==> config.mk <==
export PLATFORM = sky130hd
export DESIGN_NAME = data_mem_responder
export DESIGN_NICKNAME = d
export VERILOG_FILES = /design/src/rtl/data_mem_responder.sv
export SDC_FILE = /design/constraint.sdc
export NUM_CORES = 2
export LEC_CHECK = 0
export CAP_MARGIN = 40
export CELL_PAD_IN_SITES_DETAIL_PLACEMENT = 0
export CELL_PAD_IN_SITES_GLOBAL_PLACEMENT = 2
export CORE_MARGIN = 8
export CORE_UTILIZATION = 51
export DETAILED_ROUTE_END_ITERATION = 8
export HOLD_SLACK_MARGIN = 0.03
export PLACE_DENSITY = 0.76
export SYNTH_ARGS = -nofsm -noshare
export SYNTH_HDL_FRONTEND = slang
export SYNTH_SLANG_ARGS = --single-unit
export TNS_END_PERCENT = 1
==> constraint.sdc <==
create_clock -name clk -period 5.15 [get_ports clk]
set_input_delay 1.545 -clock clk [delete_from_list [all_inputs] [get_ports clk]]
set_output_delay 1.545 -clock clk [all_outputs]
set_load 0.05 [all_outputs]
==> src/rtl/data_mem_responder.sv <==
// Slow word-addressed data RAM responder with WAIT_CYCLES wait states and a one-cycle response.
// Define DMEM_PARITY_EN to store an even-parity bit per word and flag mismatches on loads.
module data_mem_responder #(
  parameter int unsigned DATA_W      = 16,
  parameter int unsigned DEPTH       = 256,
  parameter int unsigned WAIT_CYCLES = 2
) (
  input  logic              clk,
  input  logic              pc_reset_n,
  input  logic              mem_read,
  input  logic              mem_write,
  input  logic [15:0]       addr,
  input  logic [DATA_W-1:0] write_data,
  output logic [DATA_W-1:0] read_data,
  output logic              rd_valid,
  output logic              mem_busy,
  output logic              addr_err,
  output logic              parity_err
);

  localparam int unsigned AW = (DEPTH > 1) ? $clog2(DEPTH) : 1;

  typedef enum logic [1:0] {StIdle, StWait, StResp} state_e;

  state_e            state_q, state_d;
  logic [3:0]        cnt_q, cnt_d;
  logic [15:0]       addr_q, addr_d;
  logic [DATA_W-1:0] wdata_q, wdata_d;
  logic              rd_q, rd_d, wr_q, wr_d;
  logic [DATA_W-1:0] rdata_q, rdata_d;
  logic              rd_valid_q, rd_valid_d;
  logic              addr_err_q, addr_err_d;
  logic              parity_err_q, parity_err_d;
  logic              busy;

  logic [DATA_W-1:0] mem_q [DEPTH];
  logic [AW-1:0]     idx;
  logic [DATA_W-1:0] ram_out;
  logic              in_range, access, we, par_bad;

  assign in_range = (32'(addr_q) < DEPTH);
  assign idx      = addr_q[AW-1:0];
  assign ram_out  = mem_q[idx];
  assign access   = (state_q == StWait) && (cnt_q == 4'd0);
  // A dual-op request is rejected outright, so it never writes.
  assign we       = access & wr_q & ~rd_q & in_range;

  always_ff @(posedge clk) begin
    if (we) mem_q[idx] <= wdata_q;
  end

`ifdef DMEM_PARITY_EN
  logic par_q [DEPTH];

  always_ff @(posedge clk) begin
    if (we) par_q[idx] <= ^wdata_q;
  end

  assign par_bad = (^ram_out) != par_q[idx];
`else
  assign par_bad = 1'b0;
`endif

  always_comb begin
    state_d      = state_q;
    cnt_d        = cnt_q;
    addr_d       = addr_q;
    wdata_d      = wdata_q;
    rd_d         = rd_q;
    wr_d         = wr_q;
    rdata_d      = rdata_q;
    rd_valid_d   = 1'b0;
    addr_err_d   = 1'b0;
    parity_err_d = 1'b0;
    busy         = 1'b0;
    unique case (state_q)
      StIdle: begin
        busy = mem_read | mem_write;
        if (mem_read | mem_write) begin
          addr_d  = addr;
          wdata_d = write_data;
          rd_d    = mem_read;
          wr_d    = mem_write;
          cnt_d   = 4'(WAIT_CYCLES - 1);
          state_d = StWait;
        end
      end
      StWait: begin
        busy = 1'b1;
        if (cnt_q == 4'd0) begin
          state_d = StResp;
          if (rd_q && wr_q) begin
            addr_err_d = 1'b1;
          end else if (rd_q) begin
            rd_valid_d = 1'b1;
            if (in_range) begin
              rdata_d      = ram_out;
              parity_err_d = par_bad;
            end else begin
              rdata_d    = '0;
              addr_err_d = 1'b1;
            end
          end else if (!in_range) begin
            addr_err_d = 1'b1;
          end
        end else begin
          cnt_d = cnt_q - 4'd1;
        end
      end
      StResp:  state_d = StIdle;
      default: state_d = StIdle;
    endcase
  end

  always_ff @(posedge clk or negedge pc_reset_n) begin
    if (!pc_reset_n) begin
      state_q      <= StIdle;
      cnt_q        <= 4'd0;
      addr_q       <= 16'd0;
      wdata_q      <= '0;
      rd_q         <= 1'b0;
      wr_q         <= 1'b0;
      rdata_q      <= '0;
      rd_valid_q   <= 1'b0;
      addr_err_q   <= 1'b0;
      parity_err_q <= 1'b0;
    end else begin
      state_q      <= state_d;
      cnt_q        <= cnt_d;
      addr_q       <= addr_d;
      wdata_q      <= wdata_d;
      rd_q         <= rd_d;
      wr_q         <= wr_d;
      rdata_q      <= rdata_d;
      rd_valid_q   <= rd_valid_d;
      addr_err_q   <= addr_err_d;
      parity_err_q <= parity_err_d;
    end
  end

  assign read_data  = rdata_q;
  assign rd_valid   = rd_valid_q;
  assign addr_err   = addr_err_q;
  assign parity_err = parity_err_q;
  assign mem_busy   = busy & pc_reset_n;

endmodule

* After elaboration in Yosys (flattened, before gate mapping) *
Memories as Yosys holds them, arrays and structs flattened.
Cells that the tools add are included.

operators by class
  magnitude comparators = 1
  muxes and demuxes = 18
  eq/ne operators = 4
  add/subtract/negate cells = 1
  bitwise operators = 7
  reductions and logical operators = 9

operators by type and width
  kind                 count
  $lt 16x9->1 const B  1
  $mux 16              1
  $mux 1               10
  $mux 4               2
  $pmux 4 s2           1
  $and 1x1->1          4
  $logic_not 4->1      1
  $mux 2               2
  $ne 2x2->1 const B   2
  $pmux 2 s2           1
  $reduce_and 2->1     2
  $reduce_and 4->1     1
  $sub 4x1->4 const B  1
  $reduce_and 3->1     1
  $eq 2x1->1 const B   1
  $logic_and 1x1->1    2
  $logic_not 2->1      1
  $ne 2x1->1 const B   1
  $not 1->1            2
  $pmux 1 s2           1
  $reduce_bool 2->1    1
  $or 1x1->1           1

storage, ports and cells
  word-level logic and storage cells = 50
  output and inout port bits = 20
  register bits after elaboration = 58
  memories = 1
  bits in writable memories = 4096

memories
  name   words  bits a word  rd ports  clocked after Yosys merged registers in  write ports  line  RTL
  mem_q  256    16           1         0                                        1            36    logic [DATA_W-1:0] mem_q [DEPTH];

* Longest topological paths before layout *
  depth after elaboration = 7
  mapped depth = 12
  depth with buffers taken out = 10

* Worst setup path after synthesis *
OpenSTA, ideal clock, no wires.

  path type = in2out
  start point = input mem_write
  end point = output mem_busy
  arrival = 2.731 ns
  required time = 3.605 ns
  path slack = 0.874 ns
  stages on the path = 2
  path through = nor3_1 -> nor3b_1

on the way
  word-level cells in the longest chain between the ends = 3

ends and longest elaborated chain
  what         line  RTL
  from (decl)  11    input logic mem_write,
  $or 1x1->1   78    busy = mem_read | mem_write;
  $pmux 1 s2   76    unique case (state_q)
  $and 1x1->1  145   assign mem_busy = busy & pc_reset_n;
  to (decl)    16    output logic mem_busy,

No other way between the ends.

* Final worst setup path *
  start point = register addr_q[0]
  end point = register rdata_q[3] (netlist: read_data[3])

on the way
  word-level cells in the longest chain between the ends = 2

ends and longest elaborated chain
  what                                           line  RTL
  from (decl)                                    27    logic [15:0] addr_q, addr_d;
  from (signal assigned)                         130   addr_q <= addr_d;
  $mem_v2 256x16 or $lt 16x9->1 (tied branches)  n/a
  $mux 16 (*)                                    96    if (in_range) begin
  to (signal assigned)                           134   rdata_q <= rdata_d;
  to (decl)                                      30    logic [DATA_W-1:0] rdata_q, rdata_d;

Every way passes the cells marked *; elsewhere a longest branch is shown, timed or not.
A chain may end at the register's enable or synchronous reset.

==> flow_summary.toml <==
[layout]
nNetsFinal = 8185
final_util = 0.584
drive_above_1_share = 0.244
area_growth_pct = 14.1
final_cells = 12632

[drt]
drt_iter0_drc = 9778
drt_wl_total_um = 423000
vias = 79446
drt_pass1_iterations = 5
drcViolationCount = 0
wl_per_cell_um = 33.5
viasPerCell = 6.29
ant_nets = 0

[clock_network]
cts_tree = "done"
clk_path_buf_depth = 4
clock_latency_ns = 0.95
cts.repair.resized = 0
cts_setup_buffers = 0
cts.clk_slew.worst_paths_ns = 0.06
root_buffer = "clkbuf_16"
cts_sinks = 4154
htree_levels = 5
hold_buffers = 0
numCtsBuffers = 415

[yosys]
synth_fp_nets = 7628
synth.largest_area_cell = "edfxtp_1"
yosysTopAreaCellShare = 0.771
seq_area_frac_synth = 0.781
synth_common_cells = "4096 x edfxtp_1, 793 x mux4_2, 532 x mux2i_1, 319 x nor2_1, 272 x nand2_1"
synth_ff_type = "edfxtp_1"
yosysWarnings = 0
synthCells = 7591
ys_ff_latch = 4154
async_flop_share = 0.0140
avgSynthCellArea_um2 = 21.0
syn_area_um2 = 159000
yosysUniqueCellTypes = 60
synth_edf_count = 4096
synthTopCellsByArea = "edfxtp_1 77%, mux4_2 11%, mux2i_1 3.3%"
yosysMostFrequentCell = "edfxtp_1"

[placement]
dp_cells = 11870
numPortBuffers = 54
gp_congestion = 0.876
hpwl_um = 258000

[timing]
setup_viol_count_final = 0
final_max_slew_viol_count = 0
worstMarginPinSlew_ns = 1.36
hold_viol = 0
hold-worst-slack_ns = 0.505
min_period_ns = 4.46
tns_ns = 0
fmax_mhz = 224
clock_skew_ns = 0.0745
period_share = 0.867
rsz0062_at_grt = "no"
relSlewSlack = 0.0930

[worst_setup_path]
cp_max_fo = 81
crit_chain = "buf_12 > mux4_2 > and3_1 > a31oi_1 > nand4_1 > nor4_2 > buf_4 > a31oi_1 > a22o_1"
critPathKind = "flop to flop"
critical-path-top-delay-family = "simple AND/OR/NAND/NOR gates"
required_ns = 5.97
worstPathArrival_ns = 5.28
cp-end-kind = "flop"
crit_top_cell = "a31oi_1"
start_kind = "flop"
worst_path_max_delay_cell = "dfrtp_4"
cp.buffers_inverters = 2
crit_path_max_incr_delay_ns = 0.96

[floorplanning]
fp.dieW_um = 575
io_pins = 56
num_rows = 205
die_h_um = 575
dieArea_um2 = 331000
initial_utilization = 0.512
coreArea_um2 = 311000

[global_route]
grt_pass1_wl_um = 599000
grt_use_met1 = 0.351
grt_antenna_before_repair = 15
grt_usage = 0.252
use_met2 = 0.410
use_met3 = 0.0432
grt_pass1_vias = 78940
grt_max_degree = 167
gr-max-usage-layer = "met2"
gr-total-overflow = 0

[power_and_ir_drop]
ir_drop_uv = 568
p_per_area_nw_per_um2 = 575
power.leakage_uw = 0.0582
power_uw = 105000

[worst_hold_path]
hold_class = "flop to flop"

[flow_run]
cap_violations = 0

[status]
outcome = "completed"
[power by group]
| group | switching (uW) | internal (uW) | total (uW) | leakage, uW |
|---|---|---|---|---|
| logic | 20600 | 10400 | 31000 | 0.0141 |
| clock network | 12500 | 17400 | 29900 | 0.00656 |
| registers | 1230 | 42500 | 43700 | 0.0375 |
| total | 34400 | 70300 | 105000 | 0.0582 |
[cells by family after synthesis]
logic type / after synthesis / share of synthesized area
fa+ha+maj: 1 / 0.0000785
xor+xnor: 2 / 0.000110
buf+inv: 462 / 0.0132
simple gates: 832 / 0.0229
mux: 1402 / 0.151
flops: 4154 / 0.781
compound gates: 737 / 0.0324
other cells: 1 / 0.0000235
[registers in the layout, indices dropped and copies added, names as in the netlist, 2 cells and up]
register   count
mem_q       4096
addr_q        16
read_data     16
wdata_q       16
cnt_q          4
state_q        2
[layout make-up]
type / instances / area (um2)
Fill cell: 22542 / 130000
Sequential cell: 4154 / 125000
Multi-Input combinational cell: 2975 / 33100
Clock buffer: 509 / 11000
Timing Repair Buffer: 594 / 5520
Tap cell: 4140 / 5180
Clock inverter: 241 / 2500
Inverter: 8 / 30.0
Antenna cell: 11 / 27.5
[routing by layer]
metal | vias up | part of all wire
li1 | 32811 | -
met1 | 42444 | 0.39
met2 | 3572 | 0.49
met3 | 619 | 0.082
met4 | 0 | 0.038
met5 | - | 0
[final timing paths]
check	depth (start not counted)	endpoint	slack (ns)	startpoint
hold / removal	1	addr_q[12]$_DFFE_PN0P_	0.50	addr_q[12]$_DFFE_PN0P_
min in group asynchronous	2	addr_q[9]$_DFFE_PN0P_	0.66	pc_reset_n
setup / recovery	9	read_data[3]$_DFFE_PN0P_	0.69	addr_q[0]$_DFFE_PN0P_
hold reg to reg	1	addr_q[12]$_DFFE_PN0P_	0.50	addr_q[12]$_DFFE_PN0P_
max in group asynchronous	3	addr_q[3]$_DFFE_PN0P_	3.87	pc_reset_n
setup reg to reg	9	read_data[3]$_DFFE_PN0P_	0.69	addr_q[0]$_DFFE_PN0P_
[cell usage in the layout (no fill, tap or decap), types with 33 or more instances in the layout]
cell type and n:
mux2i_1 532, buf_12 57, a211oi_1 62, nand3_1 98, dfrtp_1 35, nor2b_1 33
edfxtp_1 4096, nand2_1 259, a221oi_1 34, clkbuf_16 425, bufinv_16 45, mux2_2 77
nor2_1 317, a31oi_1 46, clkinv_1 89, o22ai_1 62, o21ai_0 49, clkbuf_1 83
a21oi_1 131, clkdlybuf4s50_1 52, mux4_2 793, clkinv_2 78, buf_4 464, a22oi_1 203
[through the flow]
step | cell area, um2 | worst slack [ns]
CTS | 182000 | 0.696
global route | 182000 | 0.581
floorplan | 159000 | 0.874
global placement | 168000 | 0.499
detailed placement | 168000 | 0.689
finish | 182000 | 0.687
No activity file was read; power rests on OpenSTA's default activity.
